[config.mk]
export PLATFORM = sky130hd
export DESIGN_NAME = uart_pkt_rx_flat
export DESIGN_NICKNAME = d
export VERILOG_FILES = /design/src/rtl/uart_pkt_rx_if.sv /design/src/rtl/uart_pkt_rx.sv /design/src/flat_wrapper.sv
export SDC_FILE = /design/constraint.sdc
export NUM_CORES = 1
export LEC_CHECK = 0
export ABC_AREA = 1
export ABC_CLOCK_PERIOD_IN_PS = 2200
export CAP_MARGIN = 30
export CELL_PAD_IN_SITES_DETAIL_PLACEMENT = 0
export CELL_PAD_IN_SITES_GLOBAL_PLACEMENT = 1
export CORE_ASPECT_RATIO = 1.75
export CORE_UTILIZATION = 45
export CTS_BUF_LIST = sky130_fd_sc_hd__clkbuf_4 sky130_fd_sc_hd__clkbuf_8
export DETAILED_ROUTE_END_ITERATION = 10
export PLACE_DENSITY_LB_ADDON = 0.1
export SETUP_SLACK_MARGIN = 0.3
export SKIP_LAST_GASP = 1
export SYNTH_ARGS = -nofsm -noshare
export SYNTH_HDL_FRONTEND = slang
export SYNTH_SLANG_ARGS = --single-unit
[constraint.sdc]
create_clock -name clk -period 2.2 [get_ports clk]
set_clock_uncertainty 0.2 [all_clocks]
set_input_delay 0.22 -clock clk [delete_from_list [all_inputs] [get_ports clk]]
set_output_delay 0.22 -clock clk [all_outputs]
set_load 0.01 [all_outputs]
[src/rtl/uart_pkt_rx_if.sv]
// Bus bundle for uart_pkt_rx: byte/bit strobes from the UART receiver,
// payload read port, frame status and error pulses.
interface uart_pkt_rx_if;
  logic [7:0] rx_data;
  logic       rx_ready;
  logic       crc_din;
  logic       crc_en;
  logic [3:0] rd_addr;
  logic [7:0] rd_data;
  logic       pkt_valid;
  logic [4:0] pkt_len;
  logic       pkt_ack;
  logic [3:0] err;

  // Producer/consumer side: feeds bytes and bits, reads back the frame.
  modport master (
    output rx_data, rx_ready, crc_din, crc_en, rd_addr, pkt_ack,
    input  rd_data, pkt_valid, pkt_len, err
  );

  // Receiver side.
  modport slave (
    input  rx_data, rx_ready, crc_din, crc_en, rd_addr, pkt_ack,
    output rd_data, pkt_valid, pkt_len, err
  );
endinterface

[src/rtl/uart_pkt_rx.sv]
// Packet receiver: SOF, LEN, payload, CRC-8 byte framing on top of a UART
// byte stream. A CRC-8 (poly 0x07) runs on the serial bit stream in wire
// order; the frame is held in a 16x8 buffer until the consumer acks it.
module uart_pkt_rx #(
  parameter logic [7:0] SOF     = 8'hA5,
  parameter int         MAXLEN  = 16,
  parameter int         TIMEOUT = 240
) (
  input  logic          clk,
  input  logic          reset,
  uart_pkt_rx_if.slave  bus
);

  localparam logic [7:0] MAX_LEN_B = 8'(MAXLEN);
  localparam logic [7:0] TMO_LOAD  = 8'(TIMEOUT);

  // One-hot error codes, bit 3..0 = {overrun, timeout, len, crc}.
  localparam logic [3:0] ERR_OVR = 4'b1000;
  localparam logic [3:0] ERR_TMO = 4'b0100;
  localparam logic [3:0] ERR_LEN = 4'b0010;
  localparam logic [3:0] ERR_CRC = 4'b0001;

  typedef enum logic [2:0] {IDLE, LEN, DATA, CRC, HOLD} state_t;

  state_t     state;
  logic [7:0] crc;
  logic [7:0] crc_snap;
  logic [7:0] timer;
  logic [4:0] index;
  logic [4:0] length;
  logic       pkt_valid;
  logic [4:0] pkt_len;
  logic [3:0] err;

  logic [7:0] mem [16];
  logic [7:0] rd_data;

  logic       sof_hit;
  logic [4:0] index_inc;
  logic       len_ok;

  // One serial step of the CRC-8 shift register, MSB feedback.
  function automatic logic [7:0] crc_step(input logic [7:0] c, input logic d);
    logic fb;
    fb = c[7] ^ d;
    return {c[6:0], 1'b0} ^ (fb ? 8'h07 : 8'h00);
  endfunction

  assign sof_hit   = (state == IDLE) && bus.rx_ready && (bus.rx_data == SOF);
  assign index_inc = index + 5'd1;
  assign len_ok    = (bus.rx_data >= 8'd1) && (bus.rx_data <= MAX_LEN_B);

  // CRC engine: free-running on crc_en in every state, restarted by an
  // accepted SOF. A bit arriving in the same cycle as the restart is
  // folded into the fresh register rather than lost.
  always_ff @(posedge clk or posedge reset) begin
    if (reset) begin
      crc <= 8'h00;
    end else if (sof_hit) begin
      crc <= bus.crc_en ? crc_step(8'h00, bus.crc_din) : 8'h00;
    end else if (bus.crc_en) begin
      crc <= crc_step(crc, bus.crc_din);
    end
  end

  // Frame FSM with gap timer, write index, CRC snapshot and registered
  // status/error outputs. Each state can raise at most one error kind.
  always_ff @(posedge clk or posedge reset) begin
    if (reset) begin
      state     <= IDLE;
      timer     <= 8'd0;
      index     <= 5'd0;
      length    <= 5'd0;
      crc_snap  <= 8'h00;
      pkt_valid <= 1'b0;
      pkt_len   <= 5'd0;
      err       <= 4'b0000;
    end else begin
      err <= 4'b0000;
      case (state)
        IDLE: begin
          if (sof_hit) begin
            state <= LEN;
            timer <= TMO_LOAD;
            index <= 5'd0;
          end
        end

        LEN: begin
          if (bus.rx_ready) begin
            if (len_ok) begin
              state  <= DATA;
              length <= bus.rx_data[4:0];
              index  <= 5'd0;
              timer  <= TMO_LOAD;
            end else begin
              state <= IDLE;
              err   <= ERR_LEN;
            end
          end else if (timer == 8'd0) begin
            state <= IDLE;
            err   <= ERR_TMO;
          end else begin
            timer <= timer - 8'd1;
          end
        end

        DATA: begin
          if (bus.rx_ready) begin
            index <= index_inc;
            timer <= TMO_LOAD;
            // The register already holds the last payload bit, which was
            // shifted in the cycle before this byte strobe.
            if (index_inc == length) begin
              state    <= CRC;
              crc_snap <= crc;
            end
          end else if (timer == 8'd0) begin
            state <= IDLE;
            err   <= ERR_TMO;
          end else begin
            timer <= timer - 8'd1;
          end
        end

        CRC: begin
          if (bus.rx_ready) begin
            timer <= TMO_LOAD;
            if (bus.rx_data == crc_snap) begin
              state     <= HOLD;
              pkt_valid <= 1'b1;
              pkt_len   <= length;
            end else begin
              state <= IDLE;
              err   <= ERR_CRC;
            end
          end else if (timer == 8'd0) begin
            state <= IDLE;
            err   <= ERR_TMO;
          end else begin
            timer <= timer - 8'd1;
          end
        end

        HOLD: begin
          // Any byte while a frame is held is dropped, even one that
          // arrives together with the ack.
          if (bus.rx_ready) begin
            err <= ERR_OVR;
          end
          if (bus.pkt_ack) begin
            state     <= IDLE;
            pkt_valid <= 1'b0;
            pkt_len   <= 5'd0;
          end
        end

        default: begin
          state <= IDLE;
        end
      endcase
    end
  end

  // Payload buffer: written only while collecting payload, read port
  // registered every cycle. Contents are deliberately not reset.
  always_ff @(posedge clk) begin
    if ((state == DATA) && bus.rx_ready) begin
      mem[index[3:0]] <= bus.rx_data;
    end
    rd_data <= mem[bus.rd_addr];
  end

  assign bus.rd_data   = rd_data;
  assign bus.pkt_valid = pkt_valid;
  assign bus.pkt_len   = pkt_len;
  assign bus.err       = err;

endmodule

[src/flat_wrapper.sv]
// flat-port wrapper written by rule: the top's interface ports become plain ports
module uart_pkt_rx_flat 
#(
  parameter logic [7:0] SOF     = 8'hA5,
  parameter int         MAXLEN  = 16,
  parameter int         TIMEOUT = 240
)
  (clk, reset, bus_rx_data, bus_rx_ready, bus_crc_din, bus_crc_en, bus_rd_addr, bus_pkt_ack, bus_rd_data, bus_pkt_valid, bus_pkt_len, bus_err);
  uart_pkt_rx_if bus_i ();
  input  logic clk;
  input  logic reset;
  input wire logic [$bits(bus_i.rx_data)-1:0] bus_rx_data;
  input wire logic [$bits(bus_i.rx_ready)-1:0] bus_rx_ready;
  input wire logic [$bits(bus_i.crc_din)-1:0] bus_crc_din;
  input wire logic [$bits(bus_i.crc_en)-1:0] bus_crc_en;
  input wire logic [$bits(bus_i.rd_addr)-1:0] bus_rd_addr;
  input wire logic [$bits(bus_i.pkt_ack)-1:0] bus_pkt_ack;
  output wire logic [$bits(bus_i.rd_data)-1:0] bus_rd_data;
  output wire logic [$bits(bus_i.pkt_valid)-1:0] bus_pkt_valid;
  output wire logic [$bits(bus_i.pkt_len)-1:0] bus_pkt_len;
  output wire logic [$bits(bus_i.err)-1:0] bus_err;
  assign bus_i.rx_data = bus_rx_data;
  assign bus_i.rx_ready = bus_rx_ready;
  assign bus_i.crc_din = bus_crc_din;
  assign bus_i.crc_en = bus_crc_en;
  assign bus_i.rd_addr = bus_rd_addr;
  assign bus_i.pkt_ack = bus_pkt_ack;
  assign bus_rd_data = bus_i.rd_data;
  assign bus_pkt_valid = bus_i.pkt_valid;
  assign bus_pkt_len = bus_i.pkt_len;
  assign bus_err = bus_i.err;
  uart_pkt_rx #(.SOF(SOF), .MAXLEN(MAXLEN), .TIMEOUT(TIMEOUT)) u_core (.clk(clk), .reset(reset), .bus(bus_i));
endmodule
* Word level (Yosys, flattened, before mapping)
Memory sizes are Yosys's and may differ from the RTL's. A register that Yosys moved wholly into a read port is not among the register bits. Cells that the tools add are included.
Word-level totals: bits in writable memories 128, flip-flop bits (word level) 47, memories 1, logic and storage cells 93, bits in latches 0, input bits 18, bits in read-only memories 0
Memory list:
- u_core.mem | depth 16, width 8, rd ports 1, clocked after Yosys merged registers in 1, write ports 1, line uart_pkt_rx.sv:35 | logic [7:0] mem [16];
Operators by class: add/sub/neg operators 2, reduce and logical (&&, ||, !) cells 17, order comparisons 2, multiplexer cells 44, multipliers 0, divide/modulo/power cells 0, bitwise operators 2, shift-type cells 0, equality and inequality tests 16
Operators by type and width (count):
- $mux 8 | 8
- $mux 3 | 13
- $mux 5 | 7
- $pmux 8 s3 | 1
- $pmux 4 s4 | 1
- $pmux 3 s5 | 1
- $pmux 5 s3 | 1
- $reduce_and 3->1 | 4
- $pmux 5 s2 | 1
- $eq 8x8->1 | 1
- $eq 8x8->1 const B | 1
- $ge 8x1->1 const B | 1
- $le 8x5->1 const B | 1
- $logic_not 8->1 | 1
- $mux 4 | 2
- $ne 2x2->1 const B | 4
- $sub 8x1->8 const B | 1
- $xor 8x8->8 | 1
- $eq 3x2->1 const B | 2
- $mux 1 | 6
- $ne 2x1->1 const B | 3
- $ne 3x2->1 const B | 2
- $reduce_bool 3->1 | 2
- $add 5x1->5 const B | 1
- other kinds (12) | 17

* Longest topological paths before layout
Gate-level depths: netlist of run 1.
word-level depth 5, gate-level depth with buffers 11, depth with buffers taken out 11

* Worst setup path after synthesis of run 1
OpenSTA, ideal clock, no wires.
kind reg-to-reg, from register u_core.state[2], to memory u_core.mem[11][0], enable pin, stages on the path, launching flop included 8, clock period less this slack 2.122 ns, data arrival time 1.539 ns, path slack 0.078 ns, setup time 0.383 ns, cells stage by stage dfrtp_1 -> inv_2 -> nand2_1 -> nor2_2 -> inv_2 -> nor2_4 -> inv_2 -> nor3_1
On the way: word-level cells in the longest chain between the ends 4
RTL lines:
- start: declaration | line uart_pkt_rx.sv:25 | state_t state;
- start signal: assignment | line uart_pkt_rx.sv:70 | state <= IDLE;
- start signal: assignment | line uart_pkt_rx.sv:83 | state <= LEN;
- start signal: assignment | line uart_pkt_rx.sv:92 | state <= DATA;
- $eq 3x2->1 | line uart_pkt_rx.sv:168 | if ((state == DATA) && bus.rx_ready) begin
- $logic_and 1x1->1 | line uart_pkt_rx.sv:168
- $mux 1 | line uart_pkt_rx.sv:168
- $mux 1 (not written as such) | line uart_pkt_rx.sv:169 | mem[index[3:0]] <= bus.rx_data;
- end: declaration | line uart_pkt_rx.sv:35
Every way passes these cells.

* Worst setup path in the final report of run 1
from register u_core.state[2], to memory u_core.mem[7][6], enable pin
Same word-level chain as after synthesis.

==> impl_results.md, run 1 <==
- IO Pins: 36
- Final Cell Area: 0.00996 mm²
- Area share of fa/ha/maj cells after synthesis: 0.00925
- Vias in the first global route: between 5000 and 6000
- Post-synthesis net count: approximately 810
- Clock buffer depth: 2
- Main combinational cell family by area after synthesis: simple AND/OR/NAND/NOR gates
- Area of the die: ~0.019 mm²
- Multiplexer share of the synthesized area: 0
- Placed Cells: around 1100
- IO Port Bufs: 35
- Detailed Place HPWL: 13.9 mm
- CP Class: flop to flop
- Non-filler cells, final: between 1000 and 1500
- Diodes inserted: 0
- Crit-path max cell delay: ~0.40 ns
- Final period util: 0.877
- # H-tree levels: 4
- Core Util, Final: 0.568
- Most frequent cell after synthesis: nand2_1
- Vias per inst: 5.25
- Synth Area in Compound Gates: 0.0843
- Leakage: just under 4 nW
- Yosys top cell by area: edfxtp_1
- XOR/XNOR Fraction of Synth Area: 0.00755
- All-Layer GR Usage: 0.219
- Synth cell types: 38
- Synth Warn #: 0
- Synth top cells by count: 156 x nand2_1, 133 x nor2_1, 128 x edfxtp_1
- Post-synth EDFFs: around 130
- Fin. max-slew vios: 0
- Root Driver: clkbuf_8
- Flop pwr share: 0.497
- Clock Power Share: 0.276
- Synth top area cells: edfxtp_1 47%, dfrtp_1 14%, nand2_1 7.2%
- Crit path max-delay cell type: dfrtp_1
- Clk_lat worst skew: about 0.45 ns
- Gr ovfl total: 0
- Hold Path Class: primary input to async pin
- Crit-path cells: inv_2, nand2_2, nor2_4, inv_2, nor2_4, buf_12, inv_8, nor3_4, buf_6
- Routed WL: a little under 20 mm
- P_int: around 5.9 mW
- Routability Congestion: 0.858
- Worst path required time: between 2 and 2.5 ns
- Die outline height: approximately 180 µm
- Clock-pin slew on the worst setup and hold paths: about 0.090 ns
- Avg Inst Size Synth: approximately 10 µm²
- Synth Register Bits: between 150 and 200
- Fmax: between 0.5 and 0.6 GHz
- Area Overhead vs Synth: 22.7%
- Cell Rows: between 60 and 70
- Flop-to-flop setup slack: 0.27 ns
- Dpl cell area: 0.00916 mm²
- Total CTS buffers: 17
- Crit. End Element: flop
- Initial DRT Pass Iterations: 7
- Clock Sinks: between 150 and 200
- Initial DRC Count: 367
- Status: completed
- Initial antenna violation count: 0
- Synth Cell Area: about 0.008 mm²
- Gate power share: 0.226
- Post-synthesis async set-or-reset flop share: 0.257
- Psw: 2.49 mW
- Actual slew at the worst max-slew pin: approximately 0.63 ns
- Pre-CTS WS: -0.0571 ns
- Critical Path AT: 1.88 ns
- RSZ-0062 raised after global routing: true
- Maximum Capacitance Violations: 0
- Max FO, Critical Path: 8
- Via count: 5939
- Final setup slack of the worst path: approximately 0.27 ns
- Largest net degree at the start of global routing: 65
- Die width: 104 µm
- Min cycle time layout: 1.93 ns
- Worst path bufs/invs: 5
- Worst setup SP type: flop
- First-pass GRT wire length: 30.7 mm
- Final Hold Viols: 0
- Setup TNS: 0 ns
- Post-synth top flop: edfxtp_1
- Pwr Density: 838 mW/mm²
- Synthesized instance count: 789
- Post-DR wirelength/cell: 17.4 µm
- Share of cells above drive strength 1: 0.210
- Top cell type's share of synthesized area: 0.474
- DRT antenna net count: 0
- CP delay by family, top: buffers and inverters
- Final setup violation count: 0
- Slew Limit Headroom: 0.579
- Synth Area in Simple Gates: 0.215
- Sw Share: 0.298
- Register area share after synthesis: 0.638
- CTS tree: done
- Core area: 0.0175 mm²
- Final layout net count: a little over 900
- Maximum vdd drop: just under 0.0006 V
- Residual DRC: 0
- Starting Density: 0.463
registers in the layout (all words and copies together), names as in the netlist:
name                  flops
u_core.bus.pkt_valid      1
u_core.index              5
u_core.bus.rd_data        8
u_core.bus.err            4
u_core.state              3
u_core.length             5
u_core.crc                8
u_core.bus.pkt_len        5
u_core.crc_snap           8
u_core.timer              8
u_core.mem              128
what timing repair did:
action	4_1_cts	5_1_grt
setup endpoints to repair	137	132
gates resized for setup	20	44
hold buffers	0	0
pin swaps	3	14
buffers inserted	8	8
through the flow:
| step | total power [mW] | hold slack (ns) |
|---|---|---|
| after detailed placement | 5.94 | 0.265 |
| after global placement | 5.92 | 0.260 |
| after floorplan | 5.31 | 0.119 |
| after CTS | 8.26 | 0.0352 |
| final | 8.34 | 0.0388 |
| after global routing | 8.73 | 0.0931 |
worst min-delay path, stage by stage:
cell,delay [ns]
clkdlybuf4s50_1,0.41
inv_2,0.05
buf_4,0.49
per-layer routing:
| layer | up-vias | GRT usage | part of all wire | wire length (µm) |
|---|---|---|---|---|
| met5 | - | 0 | 0 | 0 |
| met4 | 0 | 0.108 | 0.036 | 704 |
| met2 | 152 | 0.428 | 0.57 | 11300 |
| li1 | 2887 | - | - | - |
| met3 | 41 | 0.0337 | 0.030 | 599 |
| met1 | 2859 | 0.221 | 0.36 | 7080 |
logic make-up (layout without fill, tap and decap cells):
group	Yosys count	count (layout)
flip-flops	183	183
AND/OR/NAND/NOR	391	391
XOR/XNOR	7	7
adder cells (fa/ha/maj)	6	6
AO/OA/AOI/OAI	118	118
buffers and inverters	84	196
worst paths after layout:
check                                              to  cells after the start                 start
worst max-delay path                 u_core.mem[7][6]                      9       u_core.state[2]
worst min-delay path                    u_core.crc[7]                      3                 reset
worst max register to register       u_core.mem[7][6]                      9       u_core.state[2]
worst min register to register   u_core.bus.pkt_valid                      2  u_core.bus.pkt_valid
max in group asynchronous             u_core.index[0]                      3                 reset
min in group clk                u_core.bus.rd_data[7]                      6        bus_rd_addr[1]
cell type report:
cell class	count	area [µm²]
fill	1511	7580
sequential	183	5180
multi-input combinational	522	2770
timing repair buffer	112	1100
tap	231	289
clock buffer	19	255
inverter	52	213
clock inverter	13	154
power by group through the flow:
| stage | combinational, mW | clock (mW) | sequential [mW] |
|---|---|---|---|
| after floorplan | 1.13 | 0 | 4.18 |
| after global placement | 1.71 | 0 | 4.21 |
| after detailed placement | 1.73 | 0 | 4.21 |
| after CTS | 1.78 | 2.35 | 4.13 |
| after global routing | 2.09 | 2.47 | 4.18 |
| final | 1.89 | 2.31 | 4.15 |
cells in the final DEF (no fill, tap or decap), drive strengths merged, types with 2 or more instances in the layout:
| master | instances |
|---|---|
| nor3 | 7 |
| clkbuf | 19 |
| dfrtp | 47 |
| bufinv | 3 |
| inv | 52 |
| dfxtp | 8 |
| clkinvlp | 2 |
| o211ai | 33 |
| o21ai | 80 |
| nand3 | 61 |
| nand2 | 165 |
| buf | 78 |
| nor2 | 143 |
| ha | 6 |
| clkinv | 8 |
| clkdlybuf4s50 | 34 |
| a21oi | 5 |
| edfxtp | 128 |
| nand4 | 11 |
| xnor2 | 6 |
Note: power is estimated with default switching activity, not from simulation.
==> run 2, diff against run 1 <==
--- a/config.mk
+++ b/config.mk
@@ -14,8 +14,10 @@
 export CORE_UTILIZATION = 45
 export CTS_BUF_LIST = sky130_fd_sc_hd__clkbuf_4 sky130_fd_sc_hd__clkbuf_8
 export DETAILED_ROUTE_END_ITERATION = 10
+export HOLD_SLACK_MARGIN = 0.05
 export PLACE_DENSITY_LB_ADDON = 0.1
 export SETUP_SLACK_MARGIN = 0.3
+export SKIP_CTS_REPAIR_TIMING = 1
 export SKIP_LAST_GASP = 1
 export SYNTH_ARGS = -nofsm -noshare
 export SYNTH_HDL_FRONTEND = slang
==> run 2 against run 1 <==
  * Worst hold slack lost 0.0038 ns
  * Final area up 0.10%
  * Die area unchanged
  * Total power shrank 0.87%
  * Register-to-register slack is essentially flat
  * Sequential share of layout area down 0.052 points
  * Final cell count decreased by 0.35%
==> impl_results.md, run 2 (synthesis results as in run 1) <==
- Fmax: 0.521 GHz (+0.41%)
- Tot Pwr: 8.27 mW (-0.87%)
- Psw: 2.46 mW (-1.0%)
- Worst setup SP type: flop
- Initial DRC Count: 360 (-1.9%)
- Total CTS buffers: 17 (unchanged)
- Initial antenna violation count: 0 (unchanged)
- Final Hold Viols: 0 (unchanged)
- P_int: 5.81 mW (-0.79%)
- Clock-pin slew on the worst setup and hold paths: 0.09 ns (about the same)
- Die outline height: 180 µm (unchanged)
- Diodes inserted: 0 (unchanged)
- CP Class: flop to flop
- Detailed Place HPWL: 13.9 mm (unchanged)
- Placed Cells: 1084 (unchanged)
- Crit. End Element: flop
- Maximum Capacitance Violations: 0 (unchanged)
- Leakage: 3.92 nW (-1.3%)
- RSZ-0062 raised after global routing: true
- Vias in the first global route: 5856 (-0.71%)
- Gr ovfl total: 0 (unchanged)
- Final setup slack of the worst path: 0.279 ns (+0.00796 ns)
- Worst path required time: 2.16 ns (about the same)
- Area of the die: 0.0186 mm² (unchanged)
- Critical Path AT: 1.88 ns (about the same)
- Commonest non-fill, non-tap cell in the layout: nand2_1
- IO Pins: 36 (unchanged)
- GRT met1 Usage: 0.220 (-0.00122)
- GRT busiest layer: met2
- Vias per inst: 5.22 (-0.44%)
- Core Util, Final: 0.568 (+0.000571)
- Clock buffer depth: 2 (unchanged)
- Final period util: 0.873 (-0.00362)
- Post-DR wirelength/cell: 17.4 µm (about the same)
- Share of cells above drive strength 1: 0.207 (-0.00241)
- Final-layout fill cell count: 1510 (-0.066%)
- Starting Density: 0.463 (unchanged)
- First-pass GRT wire length: 30.5 mm (-0.56%)
- Gate power share: 0.220 (-0.006)
- # H-tree levels: 4 (unchanged)
- Status: completed
- Clock Sinks: 183 (unchanged)
- Met3 Use GR: 0.0337 (unchanged)
- Via count: 5892 (-0.79%)
- IO Port Bufs: 35 (unchanged)
- Die width: 104 µm (unchanged)
- Area Overhead vs Synth: 22.8%
- Routed WL: 19.6 mm (-0.43%)
- Actual slew at the worst max-slew pin: 0.619 ns (-0.0117 ns)
- DRT antenna net count: 0 (unchanged)
- GRT met2 Usage: 0.426 (-0.00242)
- Root Driver: clkbuf_8
- Commonest cells after routing, fill and taps aside: 147 x nand2_1, 128 x edfxtp_1, 120 x nor2_1
- Core area: 0.0175 mm² (unchanged)
- Residual DRC: 0 (unchanged)
- Fin. max-slew vios: 0 (unchanged)
- Crit-path cells: inv_4, nand2_4, nor2_4, inv_2, nor2_4, buf_8, nand2_8, nor2_4, buf_6
- Max FO, Critical Path: 5 (-3)
- Hold Path Class: primary input to async pin
- Pre-CTS WS: -0.0571 ns (unchanged)
- Clock Power Share: 0.278 (+0.002)
- Pwr Density: 830 mW/mm² (-0.96%)
- Top cell by count, worst path: nor2_4
- Crit-path max cell delay: 0.42 ns (+0.02 ns)
- All-Layer GR Usage: 0.218 (-0.00118)
- CTS tree: done
- Crit path max-delay cell type: dfrtp_1
- Non-filler cells, final: 1128 (-0.35%)
- Flop pwr share: 0.502 (+0.005)
- Slew Limit Headroom: 0.587 (+0.00781)
- Final setup violation count: 0 (unchanged)
- Max FFs per register: 128 (unchanged)
- Maximum vdd drop: 0.000468 V (-20%)
- Clk_lat worst skew: 0.45 ns (about the same)
- Final layout net count: 908 (-0.44%)
- Sw Share: 0.298 (-0.000527)
- Routability Congestion: 0.858 (unchanged)
- Initial DRT Pass Iterations: 5 (-2)
- Min cycle time layout: 1.92 ns (-0.00796 ns)
- Largest net degree at the start of global routing: 65 (unchanged)
- Cell Rows: 64 (unchanged)
## run 2: cell types whose count changed in the layout (fill, tap and decap cells not counted), moves of 2 or more
cell | previous run | this run
buf_8 | 0 | 2
nand2_2 | 13 | 9
buf_12 | 11 | 9
nor2_4 | 10 | 13
nand2_8 | 0 | 2
nor2_1 | 123 | 120
buf_4 | 56 | 49
inv_4 | 2 | 4
buf_6 | 10 | 13
## run 2: power by group through the flow
stage                     Sequential [mW]  Combinational, mW  Clock [mW]
after global placement               4.21               1.71           0
after detailed placement             4.21               1.73           0
after CTS                            4.14               1.74        2.35
final                                4.15               1.82        2.30
after global routing                 4.18               2.03        2.47
after floorplan                      4.18               1.13           0
## run 2: per-stage QoR
step           hold slack [ns]  cell area (µm²)  setup TNS (ns)
3_5_place_dp             0.265             9160          -0.304
2_1_floorplan            0.119             8120               0
3_3_place_gp             0.260             9160         -0.0995
6_report                0.0349             9970               0
5_1_grt                 0.0926             9970               0
4_1_cts                 0.0352             9570               0
## run 2: worst max-delay path, delay by kind of cell (launching register included)
| kind | cells | cell delay [ns] |
|---|---|---|
| buffers and inverters | 4 | 0.47 |
| DFF | 1 | 0.42 |
| and+or+nand+nor | 5 | 0.55 |
## run 2: path summary, 6_finish.rpt
| kind | cells after the start | slack (ns) | end | start |
|---|---|---|---|---|
| min in group clk | 6 | 0.21 | u_core.bus.rd_data[7] | bus_rd_addr[1] |
| max in group asynchronous | 3 | 1.29 | u_core.index[0] | reset |
| max | 9 | 0.28 | u_core.mem[1][5] | u_core.state[2] |
| max reg2reg | 9 | 0.28 | u_core.mem[1][5] | u_core.state[2] |
| min | 3 | 0.03 | u_core.crc[7] | reset |
| min reg2reg | 2 | 0.29 | u_core.bus.pkt_valid | u_core.bus.pkt_valid |
## run 2: final cells by class
cell class / count / area (µm²) / share of cell area
repair buffers: 108 / 1070 / 0.107
multi-input cells: 522 / 2810 / 0.282
flip-flops and latches: 183 / 5180 / 0.520
inverters: 52 / 210 / 0.0211
well taps: 231 / 289 / 0.0290
clock inverters: 13 / 154 / 0.0154
clock buffers: 19 / 255 / 0.0256
## run 2: per-layer routing
metal | vias to the layer above | routed length (µm)
li1 | 2876 | -
met1 | 2867 | 7110
met2 | 117 | 11400
met3 | 32 | 520
met4 | 0 | 614
met5 | - | 0
==> run 3, diff against run 2 <==
--- a/config.mk
+++ b/config.mk
@@ -13,11 +13,11 @@
 export CORE_ASPECT_RATIO = 1.75
 export CORE_UTILIZATION = 45
 export CTS_BUF_LIST = sky130_fd_sc_hd__clkbuf_4 sky130_fd_sc_hd__clkbuf_8
+export CTS_CLUSTER_DIAMETER = 100
 export DETAILED_ROUTE_END_ITERATION = 10
 export HOLD_SLACK_MARGIN = 0.05
 export PLACE_DENSITY_LB_ADDON = 0.1
 export SETUP_SLACK_MARGIN = 0.3
-export SKIP_CTS_REPAIR_TIMING = 1
 export SKIP_LAST_GASP = 1
 export SYNTH_ARGS = -nofsm -noshare
 export SYNTH_HDL_FRONTEND = slang
==> run 3 against run 2 <==
  * First-iteration DRC count increased by 8.3%
  * Sequential power about the same
  * Worst hold slack improved by 0.19 ns
  * Setup slack got worse by 0.0063 ns
  * Clock power about the same
  * Utilization unchanged
  * Fmax decreased by 0.33%
  * Sequential cell count unchanged
  * Final area unchanged
  * Routed wire length increased by 0.29%
  * Sequential share of layout area unchanged
  * Final cell count increased by 0.44%
  * Highest routed layer unchanged
==> impl_results.md, run 3 (synthesis results as in run 1) <==
- Critical Path AT: 1.88 ns (about the same)
- CTS tree: done
- Crit-path max cell delay: 0.40 ns (-0.02 ns)
- Residual DRC: 0 (unchanged)
- RSZ-0062 raised after global routing: true
- Tot Pwr: 8.34 mW (+0.80%)
- CP Class: flop to flop
- Actual slew at the worst max-slew pin: 0.631 ns (+0.0119 ns)
- Vias in the first global route: 5899 (+0.73%)
- Cell Rows: 64 (unchanged)
- Flop-to-flop setup slack: 0.27 ns (about the same)
- Routability Congestion: 0.858 (unchanged)
- Clock Power Share: 0.276 (-0.002)
- Root Driver: clkbuf_8
- Initial antenna violation count: 0 (unchanged)
- Max FO, Critical Path: 8 (+3)
- Via count: 5940 (+0.81%)
- Die width: 104 µm (unchanged)
- Psw: 2.48 mW (+0.76%)
- Slew Limit Headroom: 0.579 (-0.00793)
- Max FFs per register: 128 (unchanged)
- R2r worst-path depth: 9 (unchanged)
- Detailed Place HPWL: 13.9 mm (unchanged)
- Worst path required time: 2.15 ns (about the same)
- Routed WL: 19.7 mm (+0.29%)
- Crit path max-delay cell type: dfrtp_1
- R2r startpoint: u_core.state[2]
- Dpl cell area: 0.00916 mm² (unchanged)
- Largest net degree at the start of global routing: 65 (unchanged)
- Fin. max-slew vios: 0 (unchanged)
- Clock buffer depth: 2 (unchanged)
- Die outline height: 180 µm (unchanged)
- Initial DRC Count: 390 (+8.3%)
- Vias per inst: 5.24 (+0.37%)
- Hold Path Sink: u_core.state[2]
- Pwr Density: 836 mW/mm² (+0.80%)
- Min cycle time layout: 1.93 ns (+0.00635 ns)
- Fmax: 0.519 GHz (-0.33%)
- IO Port Bufs: 35 (unchanged)
- First-pass GRT wire length: 30.7 mm (+0.61%)
- Final layout net count: 913 (+0.55%)
- Area of the die: 0.0186 mm² (unchanged)
- Gr ovfl total: 0 (unchanged)
- Starting Density: 0.463 (unchanged)
- Status: completed
- DRT antenna net count: 0 (unchanged)
- Maximum Capacitance Violations: 0 (unchanged)
- Total CTS buffers: 17 (unchanged)
- Leakage: 3.97 nW (+1.4%)
- Clk_lat worst skew: 0.45 ns (about the same)
- Final Hold Viols: 0 (unchanged)
- Sw Share: 0.298 (about the same)
- Final period util: 0.876 (+0.00289)
- Maximum vdd drop: 0.000579 V (+24%)
- Share of cells above drive strength 1: 0.210 (+0.00218)
- Final setup violation count: 0 (unchanged)
- Worst setup SP type: flop
- Commonest cells after routing, fill and taps aside: 146 x nand2_1, 128 x edfxtp_1, 123 x nor2_1
- Hold Path Class: primary input to flop
- Crit-path cells: inv_2, nand2_2, nor2_4, inv_2, nor2_4, buf_12, inv_8, nor3_4, buf_6
- CP delay by family, top: buffers and inverters
- Initial DRT Pass Iterations: 5 (unchanged)
- FF-to-FF End: u_core.mem[7][6]
- Worst path bufs/invs: 5 (+1)
- Area Overhead vs Synth: 22.8% (unchanged)
- Diodes inserted: 0 (unchanged)
- Crit. End Element: flop
- Post-DR wirelength/cell: 17.4 µm (-0.15%)
- Hold Path Origin: bus_pkt_ack
- All-Layer GR Usage: 0.219 (+0.00126)
- Flop pwr share: 0.498 (-0.004)
- Commonest non-fill, non-tap cell in the layout: nand2_1
- IO Pins: 36 (unchanged)
- Core area: 0.0175 mm² (unchanged)
- Hold Crit Depth: 3
- Gate power share: 0.226 (+0.006)
- Final Cell Area: 0.00997 mm² (unchanged)
- Clock-pin slew on the worst setup and hold paths: 0.09 ns (about the same)
- # H-tree levels: 4 (unchanged)
- P_int: 5.86 mW (+0.81%)
- Final-layout fill cell count: 1510 (unchanged)
- Clock Sinks: 183 (unchanged)
## run 3: worst register-to-register path, stage by stage (launching register included)
cell     delay (ns)
dfrtp_1        0.40
inv_2          0.08
nand2_2        0.07
nor2_4         0.13
inv_2          0.07
nor2_4         0.11
buf_12         0.15
inv_8          0.06
nor3_4         0.18
buf_6          0.18
## run 3: area by class of cell
type,instances,area (µm²),share of cell area
Multi-Input combinational cell,522,2770,0.277
Clock buffer,19,255,0.0256
Sequential cell,183,5180,0.520
Inverter,52,213,0.0213
Clock inverter,13,154,0.0154
Tap cell,231,289,0.0290
Timing Repair Buffer,113,1110,0.111
## run 3: power by group through the flow
stage                     sequential, mW  clock [mW]  combinational (mW)
after detailed placement            4.21           0                1.73
after CTS                           4.13        2.35                1.78
after global placement              4.21           0                1.71
final                               4.15        2.30                1.88
after global routing                4.18        2.47                2.09
after floorplan                     4.18           0                1.13
## run 3: what timing repair did
| item | CTS | global route |
|---|---|---|
| endpoints found under the setup margin | 137 | 132 |
| hold endpoints to repair | 25 | 0 |
| pin swaps | 3 | 14 |
| gates resized for setup | 20 | 44 |
| buffers inserted | 8 | 8 |
| hold buffers | 1 | 0 |
## run 3: how the worst max path moves through the flow
stage	start	endpoint	cells past startpoint
after floorplan	u_core.state[2]	u_core.mem[11][0]	7
after global placement	bus_rx_data[0]	u_core.bus.pkt_valid	11
after detailed placement	bus_rx_data[0]	u_core.bus.pkt_len[3]	11
after CTS	u_core.state[2]	u_core.mem[7][7]	9
after global routing	u_core.state[2]	u_core.mem[7][7]	9
final	u_core.state[2]	u_core.mem[7][6]	9
## run 3: metrics by stage
step	util	setup TNS, ns	hold WS, ns	worst slack, ns	instances
final	0.568	0	0.229	0.272	1133
after global routing	0.568	0	0.216	0.218	1133
after CTS	0.555	0	0.207	0.291	1125
after detailed placement	0.522	-0.304	0.265	-0.0571	1084
after global placement	0.522	-0.0995	0.260	-0.0183	1084
after floorplan	-	0	0.119	0.0777	789
## run 3: layer usage
| layer | up-vias | track usage | wire [µm] |
|---|---|---|---|
| met5 | - | 0 | 0 |
| met4 | 0 | 0.108 | 758 |
| met3 | 43 | 0.0337 | 624 |
| met2 | 144 | 0.428 | 11200 |
| met1 | 2863 | 0.221 | 7080 |
| li1 | 2890 | - | - |
